[config.mk]
export PLATFORM = sky130hd
export DESIGN_NAME = dinl_table_loader
export DESIGN_NICKNAME = d
export VERILOG_FILES = /design/src/rtl/dinl_pkg.sv /design/src/rtl/dinl_plane_ram.sv /design/src/rtl/dinl_table_loader.sv
export SDC_FILE = /design/constraint.sdc
export NUM_CORES = 2
export LEC_CHECK = 0
export ABC_CLOCK_PERIOD_IN_PS = 4670
export CAP_MARGIN = 0
export CORE_UTILIZATION = 35
export CTS_CLUSTER_SIZE = 12
export DETAILED_ROUTE_END_ITERATION = 12
export PLACE_DENSITY = 0.49
export SYNTH_ARGS = -nofsm -noshare
export SYNTH_HDL_FRONTEND = slang
export SYNTH_HIERARCHICAL = 1
export SYNTH_SLANG_ARGS = --single-unit
[constraint.sdc]
create_clock -name sysclk_i -period 4.67 [get_ports sysclk_i]
set_input_delay 0.7005 -clock sysclk_i [delete_from_list [all_inputs] [get_ports sysclk_i]]
set_output_delay 0.7005 -clock sysclk_i [all_outputs]
set_load 0.005 [all_outputs]
[src/rtl/dinl_pkg.sv]
// Shared types and constants for the DINL table loader.
package dinl_pkg;

  localparam int DINL_NLANES     = 32;
  localparam int DINL_CHAIN_LEN  = 64;
  localparam int DINL_COUNT_BITS = 8;

  typedef enum logic [1:0] {
    ST_IDLE  = 2'd0,
    ST_PREP  = 2'd1,
    ST_SHIFT = 2'd2,
    ST_DONE  = 2'd3
  } dinl_state_e;

  function automatic logic [DINL_NLANES-1:0] dinl_apply_mask(
    input logic [DINL_NLANES-1:0] plane,
    input logic [DINL_NLANES-1:0] mask
  );
    return plane & mask;
  endfunction

endpackage

[src/rtl/dinl_plane_ram.sv]
// Bit-plane table RAM: one write port, one loader read port, and an extra
// independent read port when DINL_READBACK_EN is defined. Not reset.
module dinl_plane_ram #(
  parameter int DEPTH     = 64,
  parameter int WIDTH     = 32,
  parameter int ADDR_BITS = $clog2(DEPTH)
) (
  input  logic                 i_clk,
  input  logic                 i_wr_en,
  input  logic [ADDR_BITS-1:0] i_wr_addr,
  input  logic [WIDTH-1:0]     i_wr_dat,
  input  logic [ADDR_BITS-1:0] i_rd_addr,
  output logic [WIDTH-1:0]     o_rd_dat
`ifdef DINL_READBACK_EN
  ,
  input  logic [ADDR_BITS-1:0] i_rb_addr,
  output logic [WIDTH-1:0]     o_rb_dat
`endif
);

  logic [WIDTH-1:0] r_mem [DEPTH];
  logic [WIDTH-1:0] r_rd_dat;

`ifdef DINL_READBACK_EN
  logic [WIDTH-1:0] r_rb_dat;

  always_ff @(posedge i_clk) begin
    if (i_wr_en) r_mem[i_wr_addr] <= i_wr_dat;
    r_rd_dat <= r_mem[i_rd_addr];
    r_rb_dat <= r_mem[i_rb_addr];
  end

  assign o_rb_dat = r_rb_dat;
`else
  always_ff @(posedge i_clk) begin
    if (i_wr_en) r_mem[i_wr_addr] <= i_wr_dat;
    r_rd_dat <= r_mem[i_rd_addr];
  end
`endif

  assign o_rd_dat = r_rd_dat;

endmodule

[src/rtl/dinl_table_loader.sv]
// Streams staged INL bit-planes MSB-first onto the DINL serial bus.
// Define DINL_READBACK_EN to add the rd_addr_i / rd_dat_o readback port.
module dinl_table_loader
  import dinl_pkg::*;
#(
  parameter int CHAIN_LEN = DINL_CHAIN_LEN,
  parameter int NLANES    = DINL_NLANES,
  parameter int ADDR_BITS = $clog2(CHAIN_LEN)
) (
  input  logic                       sysclk_i,
  input  logic                       rst_i,
  input  logic                       wr_i,
  input  logic [ADDR_BITS-1:0]       wr_addr_i,
  input  logic [NLANES-1:0]          wr_dat_i,
  input  logic [NLANES-1:0]          lane_mask_i,
  input  logic                       start_i,
  input  logic                       abort_i,
  output logic [NLANES-1:0]          dinl_cdi_o,
  output logic                       dinl_ce_o,
  output logic                       busy_o,
  output logic                       done_o,
  output logic                       wr_err_o,
  output logic [DINL_COUNT_BITS-1:0] load_count_o
`ifdef DINL_READBACK_EN
  ,
  input  logic [ADDR_BITS-1:0]       rd_addr_i,
  output logic [NLANES-1:0]          rd_dat_o
`endif
);

  dinl_state_e                r_state, w_state_next;
  logic [ADDR_BITS-1:0]       r_ptr, w_ptr_next, w_rd_addr;
  logic                       r_last, w_last_next;
  logic [NLANES-1:0]          r_mask, w_mask_next;
  logic [NLANES-1:0]          r_cdi, w_cdi_next, w_plane;
  logic                       r_ce, w_ce_next;
  logic                       r_busy, w_busy_next;
  logic                       r_done, w_done_next;
  logic                       r_wr_err, w_wr_err_next;
  logic [DINL_COUNT_BITS-1:0] r_count, w_count_next;
  logic                       w_wr_en;

  dinl_plane_ram #(
    .DEPTH     (CHAIN_LEN),
    .WIDTH     (NLANES),
    .ADDR_BITS (ADDR_BITS)
  ) u_ram (
    .i_clk     (sysclk_i),
    .i_wr_en   (w_wr_en),
    .i_wr_addr (wr_addr_i),
    .i_wr_dat  (wr_dat_i),
    .i_rd_addr (w_rd_addr),
    .o_rd_dat  (w_plane)
`ifdef DINL_READBACK_EN
    ,
    .i_rb_addr (rd_addr_i),
    .o_rb_dat  (rd_dat_o)
`endif
  );

  // r_ptr is the plane currently held at the RAM output; the address always
  // runs one plane ahead so the serial stream never stalls.
  always_comb begin
    w_state_next  = r_state;
    w_ptr_next    = r_ptr;
    w_last_next   = r_last;
    w_mask_next   = r_mask;
    w_rd_addr     = r_ptr - ADDR_BITS'(1);
    w_wr_en       = 1'b0;
    w_wr_err_next = r_wr_err;
    w_ce_next     = 1'b0;
    w_cdi_next    = '0;
    w_done_next   = 1'b0;
    w_count_next  = r_count;

    case (r_state)
      ST_IDLE: begin
        w_wr_en = wr_i;
        if (start_i) begin
          w_state_next  = ST_PREP;
          w_mask_next   = lane_mask_i;
          w_wr_err_next = 1'b0;
          w_ptr_next    = ADDR_BITS'(CHAIN_LEN - 1);
          w_rd_addr     = ADDR_BITS'(CHAIN_LEN - 1);
          w_last_next   = 1'b0;
        end
      end
      ST_PREP, ST_SHIFT: begin
        if (abort_i) begin
          w_state_next = ST_IDLE;
        end else if (r_state == ST_SHIFT && r_last) begin
          w_state_next = ST_DONE;
          w_done_next  = 1'b1;
          w_count_next = r_count + DINL_COUNT_BITS'(1);
        end else begin
          w_state_next = ST_SHIFT;
          w_ce_next    = 1'b1;
          w_cdi_next   = dinl_apply_mask(w_plane, r_mask);
          w_ptr_next   = r_ptr - ADDR_BITS'(1);
          w_last_next  = (r_ptr == '0);
        end
      end
      ST_DONE: begin
        w_state_next = ST_IDLE;
      end
      default: begin
        w_state_next = ST_IDLE;
      end
    endcase

    if (r_state != ST_IDLE && wr_i) w_wr_err_next = 1'b1;
    w_busy_next = (w_state_next != ST_IDLE);
  end

  always_ff @(posedge sysclk_i or posedge rst_i) begin
    if (rst_i) begin
      r_state  <= ST_IDLE;
      r_ptr    <= '0;
      r_last   <= 1'b0;
      r_mask   <= '1;
      r_cdi    <= '0;
      r_ce     <= 1'b0;
      r_busy   <= 1'b0;
      r_done   <= 1'b0;
      r_wr_err <= 1'b0;
      r_count  <= '0;
    end else begin
      r_state  <= w_state_next;
      r_ptr    <= w_ptr_next;
      r_last   <= w_last_next;
      r_mask   <= w_mask_next;
      r_cdi    <= w_cdi_next;
      r_ce     <= w_ce_next;
      r_busy   <= w_busy_next;
      r_done   <= w_done_next;
      r_wr_err <= w_wr_err_next;
      r_count  <= w_count_next;
    end
  end

  assign dinl_cdi_o   = r_cdi;
  assign dinl_ce_o    = r_ce;
  assign busy_o       = r_busy;
  assign done_o       = r_done;
  assign wr_err_o     = r_wr_err;
  assign load_count_o = r_count;

endmodule

=== Word level (Yosys, flattened, before mapping) ===
Memories as Yosys holds them, arrays and structs flattened. A register that Yosys moved wholly into a read port is not among the register bits.
Cells that the tools add are included.
W data, S select, Z words.

* Reduce and logical (&&, ||, !) cells: 14
* Bitwise logic cells: 2
* Add/sub/neg operators: 2
* Muxes and demuxes: 28
* Equal/unequal tests: 6

{| class="wikitable"
|+ Operators by type and width
! operator !! number
|-
| $mux W32 || 3
|-
| $and A32 B32 Y32 || 1
|-
| $mux W6 || 5
|-
| $mux W1 || 15
|-
| $pmux W6 S2 || 1
|-
| $reduce_bool A2 Y1 || 5
|-
| $add A8 B1 Y8 const B || 1
|-
| $logic_not A6 Y1 || 1
|-
| $ne A2 B2 Y1 const B || 3
|-
| $pmux W2 S3 || 1
|-
| $sub A6 B1 Y6 const B || 1
|-
| $eq A2 B2 Y1 const B || 2
|-
| $mux W2 || 2
|-
| $reduce_and A2 Y1 || 2
|-
| $reduce_and A4 Y1 || 1
|-
| $reduce_and A3 Y1 || 1
|-
| $eq A2 B1 Y1 const B || 1
|-
| $logic_and A1 B1 Y1 || 2
|-
| $logic_not A2 Y1 || 1
|-
| $pmux W1 S2 || 1
|-
| $reduce_or A2 Y1 || 1
|-
| $not A1 Y1 || 1
|}

* Bits in writable memories: 2048
* Register bits after elaboration: 85
* Bits of input ports: 75
* Logic and storage cells: 63
* Memories kept: 1
* Output and inout bits: 44

{| class="wikitable"
|+ Memory list
! memory !! words !! width !! read ports !! clocked after Yosys merged registers in !! wr ports !! line !! RTL
|-
| u_ram.r_mem || 64 || 32 || 1 || 1 || 1 || dinl_plane_ram.sv:21 || <nowiki>logic [WIDTH-1:0] r_mem [DEPTH];</nowiki>
|}

=== Logic depth before layout (Yosys ltp) ===
* Depth in word-level cells: 6
* Gate-level depth with buffers: 16
* Gate-level depth less buffers: 10

=== Cells and area by module ===
The synthesis kept the hierarchy.

{| class="wikitable"
|+ Modules (own cells, without submodules)
! module !! instances !! cells each !! sequential area each (um^2) !! area an instance (um^2)
|-
| dinl_plane_ram || 1 || 3324 || 62139.6 || 78515.3
|-
| dinl_table_loader || 1 || 246 || 2167.1 || 3392.0
|}

=== Worst setup path before layout ===
OpenSTA, ideal clock, no wires.

* Kind: flip-flop to flip-flop
* Start point: reg r_state[0]
* End point: mem u_ram.r_mem[48][0], enable pin
* Stages on the path, launching flop included: 8
* Data required time: 4.209 ns
* Setup slack: 0.651 ns
* Period minus slack after synthesis: 4.019 ns
* Setup time: 0.461 ns
* Data arrival time: 3.558 ns
* Buffers on the path: 1
* Cell sequence: dfrtp_1 -> inv_1 -> ha_1 -> buf_6 -> and2_1 -> nor2b_1 -> nand4b_1 -> nor3_1

* Longest elaborated chain between the ends: 4

{| class="wikitable"
|+ RTL lines
! item !! line !! RTL
|-
| start, declared || dinl_table_loader.sv:31 || <nowiki>dinl_state_e r_state, w_state_next;</nowiki>
|-
| start signal, assigned || dinl_table_loader.sv:128 || <nowiki>r_state <= w_state_next;</nowiki>
|-
| $logic_not A2 Y1 || dinl_table_loader.sv:76 || <nowiki>case (r_state)</nowiki>
|-
| $mux W1 || dinl_table_loader.sv:76 ||
|-
| net w_wr_en || dinl_table_loader.sv:41 || <nowiki>logic w_wr_en;</nowiki>
|-
| $mux W1 || dinl_plane_ram.sv:36 || <nowiki>if (i_wr_en) r_mem[i_wr_addr] <= i_wr_dat;</nowiki>
|-
| $mux W1 (implied by the code) || dinl_plane_ram.sv:36 ||
|-
| end, declared || dinl_plane_ram.sv:21 ||
|}

The timed path passes the listed nets, and every way through them passes these cells.

=== Final worst setup path ===
* Start point: reg r_state[0]
* End point: reg u_ram.r_rd_dat[5], in the netlist u_ram/o_rd_dat[5] (read register of u_ram.r_mem)

* Longest elaborated chain between the ends: 2

{| class="wikitable"
|+ RTL lines
! item !! line !! RTL
|-
| $logic_not A2 Y1 || dinl_table_loader.sv:76 ||
|-
| $mux W6 || dinl_table_loader.sv:76 ||
|-
| net w_rd_addr[0] || dinl_table_loader.sv:32 || <nowiki>logic [ADDR_BITS-1:0] r_ptr, w_ptr_next, w_rd_addr;</nowiki>
|-
| end, declared || dinl_plane_ram.sv:22 || <nowiki>logic [WIDTH-1:0] r_rd_dat;</nowiki>
|}

The timed path passes the listed nets, and every way through them passes these cells.
A chain may end at the register's enable or synchronous reset.

==> impl_metrics.py <==
metrics = {
    "floorplan": {
        "initial_utilization_pct": 35.22,
        "io_pins": 119,
        "rows": 177,
        "placeableCoreArea_sq_um": 232500,
        "floorplan.die.width_um": 485.8,
        "design.die.area_sq_um": 236000,
        "dieHeight_um": 485.8,
    },
    "drt": {
        "drt_wl_total_um": 237900,
        "dr.pass1.iters": 5,
        "via_per_inst": 5.461,
        "initialDrtViolationCount": 4183,
        "ant_nets": 0,
        "wl_per_cell_um": 32.96,
        "drc": 0,
        "routed-via-count": 39430,
    },
    "synth": {
        "synth_edf_count": 2048,
        "synth_top_cell_by_area": "sky130_fd_sc_hd__edfxtp_1",
        "synth-warning-count": 6,
        "yosys-top-cells-area": "sky130_fd_sc_hd__edfxtp_1 (75%), sky130_fd_sc_hd__mux4_2 (15%), sky130_fd_sc_hd__dfrtp_1 (1.6%), sky130_fd_sc_hd__mux2i_1 (1.1%), sky130_fd_sc_hd__dfstp_2 (1.0%)",
        "synth.avg_cell_area_sq_um": 22.94,
        "seq_area_frac_synth_pct": 78.51,
        "synth_top_cell_area_share_pct": 75.08,
        "yosys-top-cells-count": "sky130_fd_sc_hd__edfxtp_1 (2,048), sky130_fd_sc_hd__mux4_2 (544), sky130_fd_sc_hd__nor2_1 (142)",
        "count_of_cell_types_in_the_netlist": 60,
        "postSynthNetCount": 3650,
        "synth_top_flop_cell": "sky130_fd_sc_hd__edfxtp_1",
        "ys_async_sr_fraction_pct": 3.926,
        "post-synth-top-count-cell": "sky130_fd_sc_hd__edfxtp_1",
        "syn-instance-count": 3570,
        "syn_area_sq_um": 81910,
        "postSynthRegisterBits": 2165,
    },
    "critical_path": {
        "critical_path_arrival_ns": 5.10,
        "required_time_reported_for_the_critical_path_endpoint_ns": 5.33,
        "worst-setup-path-type": "flip-flop to flip-flop",
        "worstSetupEndpointType": "flip-flop",
        "worstSetupStartpointType": "flip-flop",
        "crit_fanout": 27,
    },
    "pwr": {
        "comb_power_share_pct": 28.9,
        "p_switching_uw": 16150,
        "power.static_leakage_uw": 0.03045,
        "power_per_cell_area_nw_per_um2": 565.4,
        "max-vdd-ir-drop_mv": 0.3672,
        "power_switching_share_pct": 29.84,
        "power.share.clock_pct": 29.9,
        "p_int_uw": 37980,
        "power.share.sequential_pct": 41.2,
    },
    "place": {
        "port_buffer_count": 118,
        "place_area_sq_um": 89180,
        "pre_cts_slack_ns": -0.01442,
        "gp_congestion": 0.7953,
        "detailedPlacementHpwl_um": 136900,
    },
    "global_route": {
        "grt-ovfl-total": 0,
        "maximum_number_of_pins_on_one_net_before_global_route_repair": 79,
        "grt_first_pass_wirelength_um": 327800,
        "grt_pass1_vias": 40440,
        "grt_use_total_pct": 20.16,
        "antenna_violations_before_repair": 23,
    },
    "timing": {
        "rsz_0062_raised_after_global_routing": "false",
        "relSlewSlack_pct": 16.95,
        "final-max-slew-violation-count": 0,
        "max_freq_ghz": 0.2251,
        "worst_slack_ns": 0.2269,
        "hold_viol_final": 0,
        "finalCritPeriodShare_pct": 95.14,
        "setup_viol_count_final": 0,
        "holdWs_ns": 0.2227,
        "worst_clock_skew_ns": 0.04042,
        "timing_worst_slew_pin_value_ns": 1.242,
        "totalNegativeSetupSlack_ns": 0,
        "period_needed_ns": 4.443,
    },
    "min_path": {
        "min-delay-path-class": "primary input to flip-flop",
    },
    "layout": {
        "regArea_sq_um": 64310,
        "post_route_cells_drive_above_1_share_pct": 30.50,
        "filler_cell_count": 20260,
        "layout.nets": 4060,
        "finalCoreUtilization_pct": 41.17,
        "layout.cell_area.non_filler_sq_um": 95740,
        "multi_input_area_sq_um": 17120,
        "areaGrowthSynthToFinish_pct": 16.89,
    },
    "clock_network": {
        "cts-root-buf": "sky130_fd_sc_hd__clkbuf_16",
        "clockBufferDepth": 3,
        "cts_resized": 0,
        "cts_hold_buffers": 0,
        "htreeDepth": 4,
        "tritoncts.num_buffers": 218,
        "cts.sinks": 2165,
        "clk_pin_slew_worst_paths_ns": 0.06,
        "post-cts-setup-buffers": 0,
        "clock_insertion_delay_worst_skew_ns": 0.86,
        "cts_tree": "built",
    },
    "job": {
        "max_cap_violations": 0,
    },
    "outcome": {
        "run_status": "completed",
    },
}
path summary, 6_finish.rpt:
path,from,to,slack [ns],cells past startpoint
setup / recovery,r_state[0],u_ram/o_rd_dat[5],0.23,10
hold / removal,wr_dat_i[16],u_ram/r_mem[4][16],0.22,1
setup reg to reg,r_state[0],u_ram/o_rd_dat[5],0.23,10
hold reg to reg,load_count_o[7],load_count_o[7],0.47,1
max in group asynchronous,rst_i,r_mask[17],3.34,3
min in group asynchronous,rst_i,load_count_o[2],0.40,2
sequential cells by signal (all words and copies together) (netlist names):
| register | cells |
|---|---|
| u_ram/o_rd_dat | 32 |
| r_mask | 32 |
| r_last | 1 |
| load_count_o | 8 |
| dinl_ce_o | 1 |
| busy_o | 1 |
| r_state | 2 |
| done_o | 1 |
| dinl_cdi_o | 32 |
| u_ram/r_mem | 2048 |
| r_ptr | 6 |
| wr_err_o | 1 |
through the flow:
stage | cells | power, uW
finish | 7220 | 54130
detailed placement | 6803 | 38510
CTS | 7191 | 54720
global placement | 6803 | 38540
floorplan | 3570 | 32030
global route | 7210 | 56050
logic make-up (layout without fill, tap and decap cells):
family                   after synthesis  after routing  share of synthesized area (%)
flip-flops                          2165           2165                          78.51
multiplexers                         671            671                          16.56
AND/OR/NAND/NOR                      294            294                          1.731
AO/OA/AOI/OAI                        221            221                          1.786
buffers and inverters                203            781                          1.216
XOR/XNOR                              11             11                         0.1176
adder cells (fa/ha/maj)                5              5                        0.07638
other                                  0             29                              0
layout make-up:
class,instances,area share [%]
sequential,2165,67.17
multi-input combinational,1202,17.88
clock buffer,315,6.327
timing repair buffer,384,4.080
tap,3043,3.977
clock inverter,73,0.4509
antenna,29,0.07580
inverter,9,0.03790
cells in the final DEF, fill, tap and decap left out, types with 53 or more instances in the layout:
| cell | netlist | routed |
|---|---|---|
| sky130_fd_sc_hd__buf_4 | 28 | 195 |
| sky130_fd_sc_hd__a21oi_1 | 64 | 64 |
| sky130_fd_sc_hd__buf_12 | 0 | 71 |
| sky130_fd_sc_hd__clkbuf_1 | 77 | 76 |
| sky130_fd_sc_hd__o22ai_1 | 85 | 85 |
| sky130_fd_sc_hd__dfrtp_1 | 53 | 53 |
| sky130_fd_sc_hd__mux4_2 | 544 | 544 |
| sky130_fd_sc_hd__nor2_4 | 0 | 62 |
| sky130_fd_sc_hd__mux2i_1 | 93 | 93 |
| sky130_fd_sc_hd__nor2_1 | 142 | 79 |
| sky130_fd_sc_hd__edfxtp_1 | 2048 | 2048 |
| sky130_fd_sc_hd__clkdlybuf4s50_1 | 0 | 86 |
| sky130_fd_sc_hd__clkbuf_16 | 0 | 221 |
power groups by stage:
stage	sequential (uW)	clock, uW	combinational (uW)
after floorplan	22400	0	9670
after global placement	22700	0	15800
after detailed placement	22700	0	15800
after CTS	22300	16600	15900
after global routing	22300	17300	16500
final	22300	16200	15600
layer usage:
layer / share of wire (%) / vias up / routed length [um] / global-route usage, %
met4: 2.4 / 10 / 5612 / 5.862
met2: 48 / 1315 / 114000 / 32.19
met1: 43 / 21850 / 101800 / 27.74
met5: 0.027 / - / 65 / 0
li1: - / 15980 / - / -
met3: 6.9 / 277 / 16430 / 4.313
critical path: stages (launching register included):
cell,delay [ns]
sky130_fd_sc_hd__dfrtp_1,0.40
sky130_fd_sc_hd__inv_1,0.08
sky130_fd_sc_hd__ha_1,0.44
sky130_fd_sc_hd__nand2_2,0.27
sky130_fd_sc_hd__nand2_4,0.37
sky130_fd_sc_hd__buf_12,0.21
sky130_fd_sc_hd__buf_12,0.25
sky130_fd_sc_hd__mux4_2,0.56
sky130_fd_sc_hd__mux4_2,0.58
sky130_fd_sc_hd__o22ai_1,0.74
sky130_fd_sc_hd__nor2_1,0.27
No activity file was read; power rests on OpenSTA's default activity.
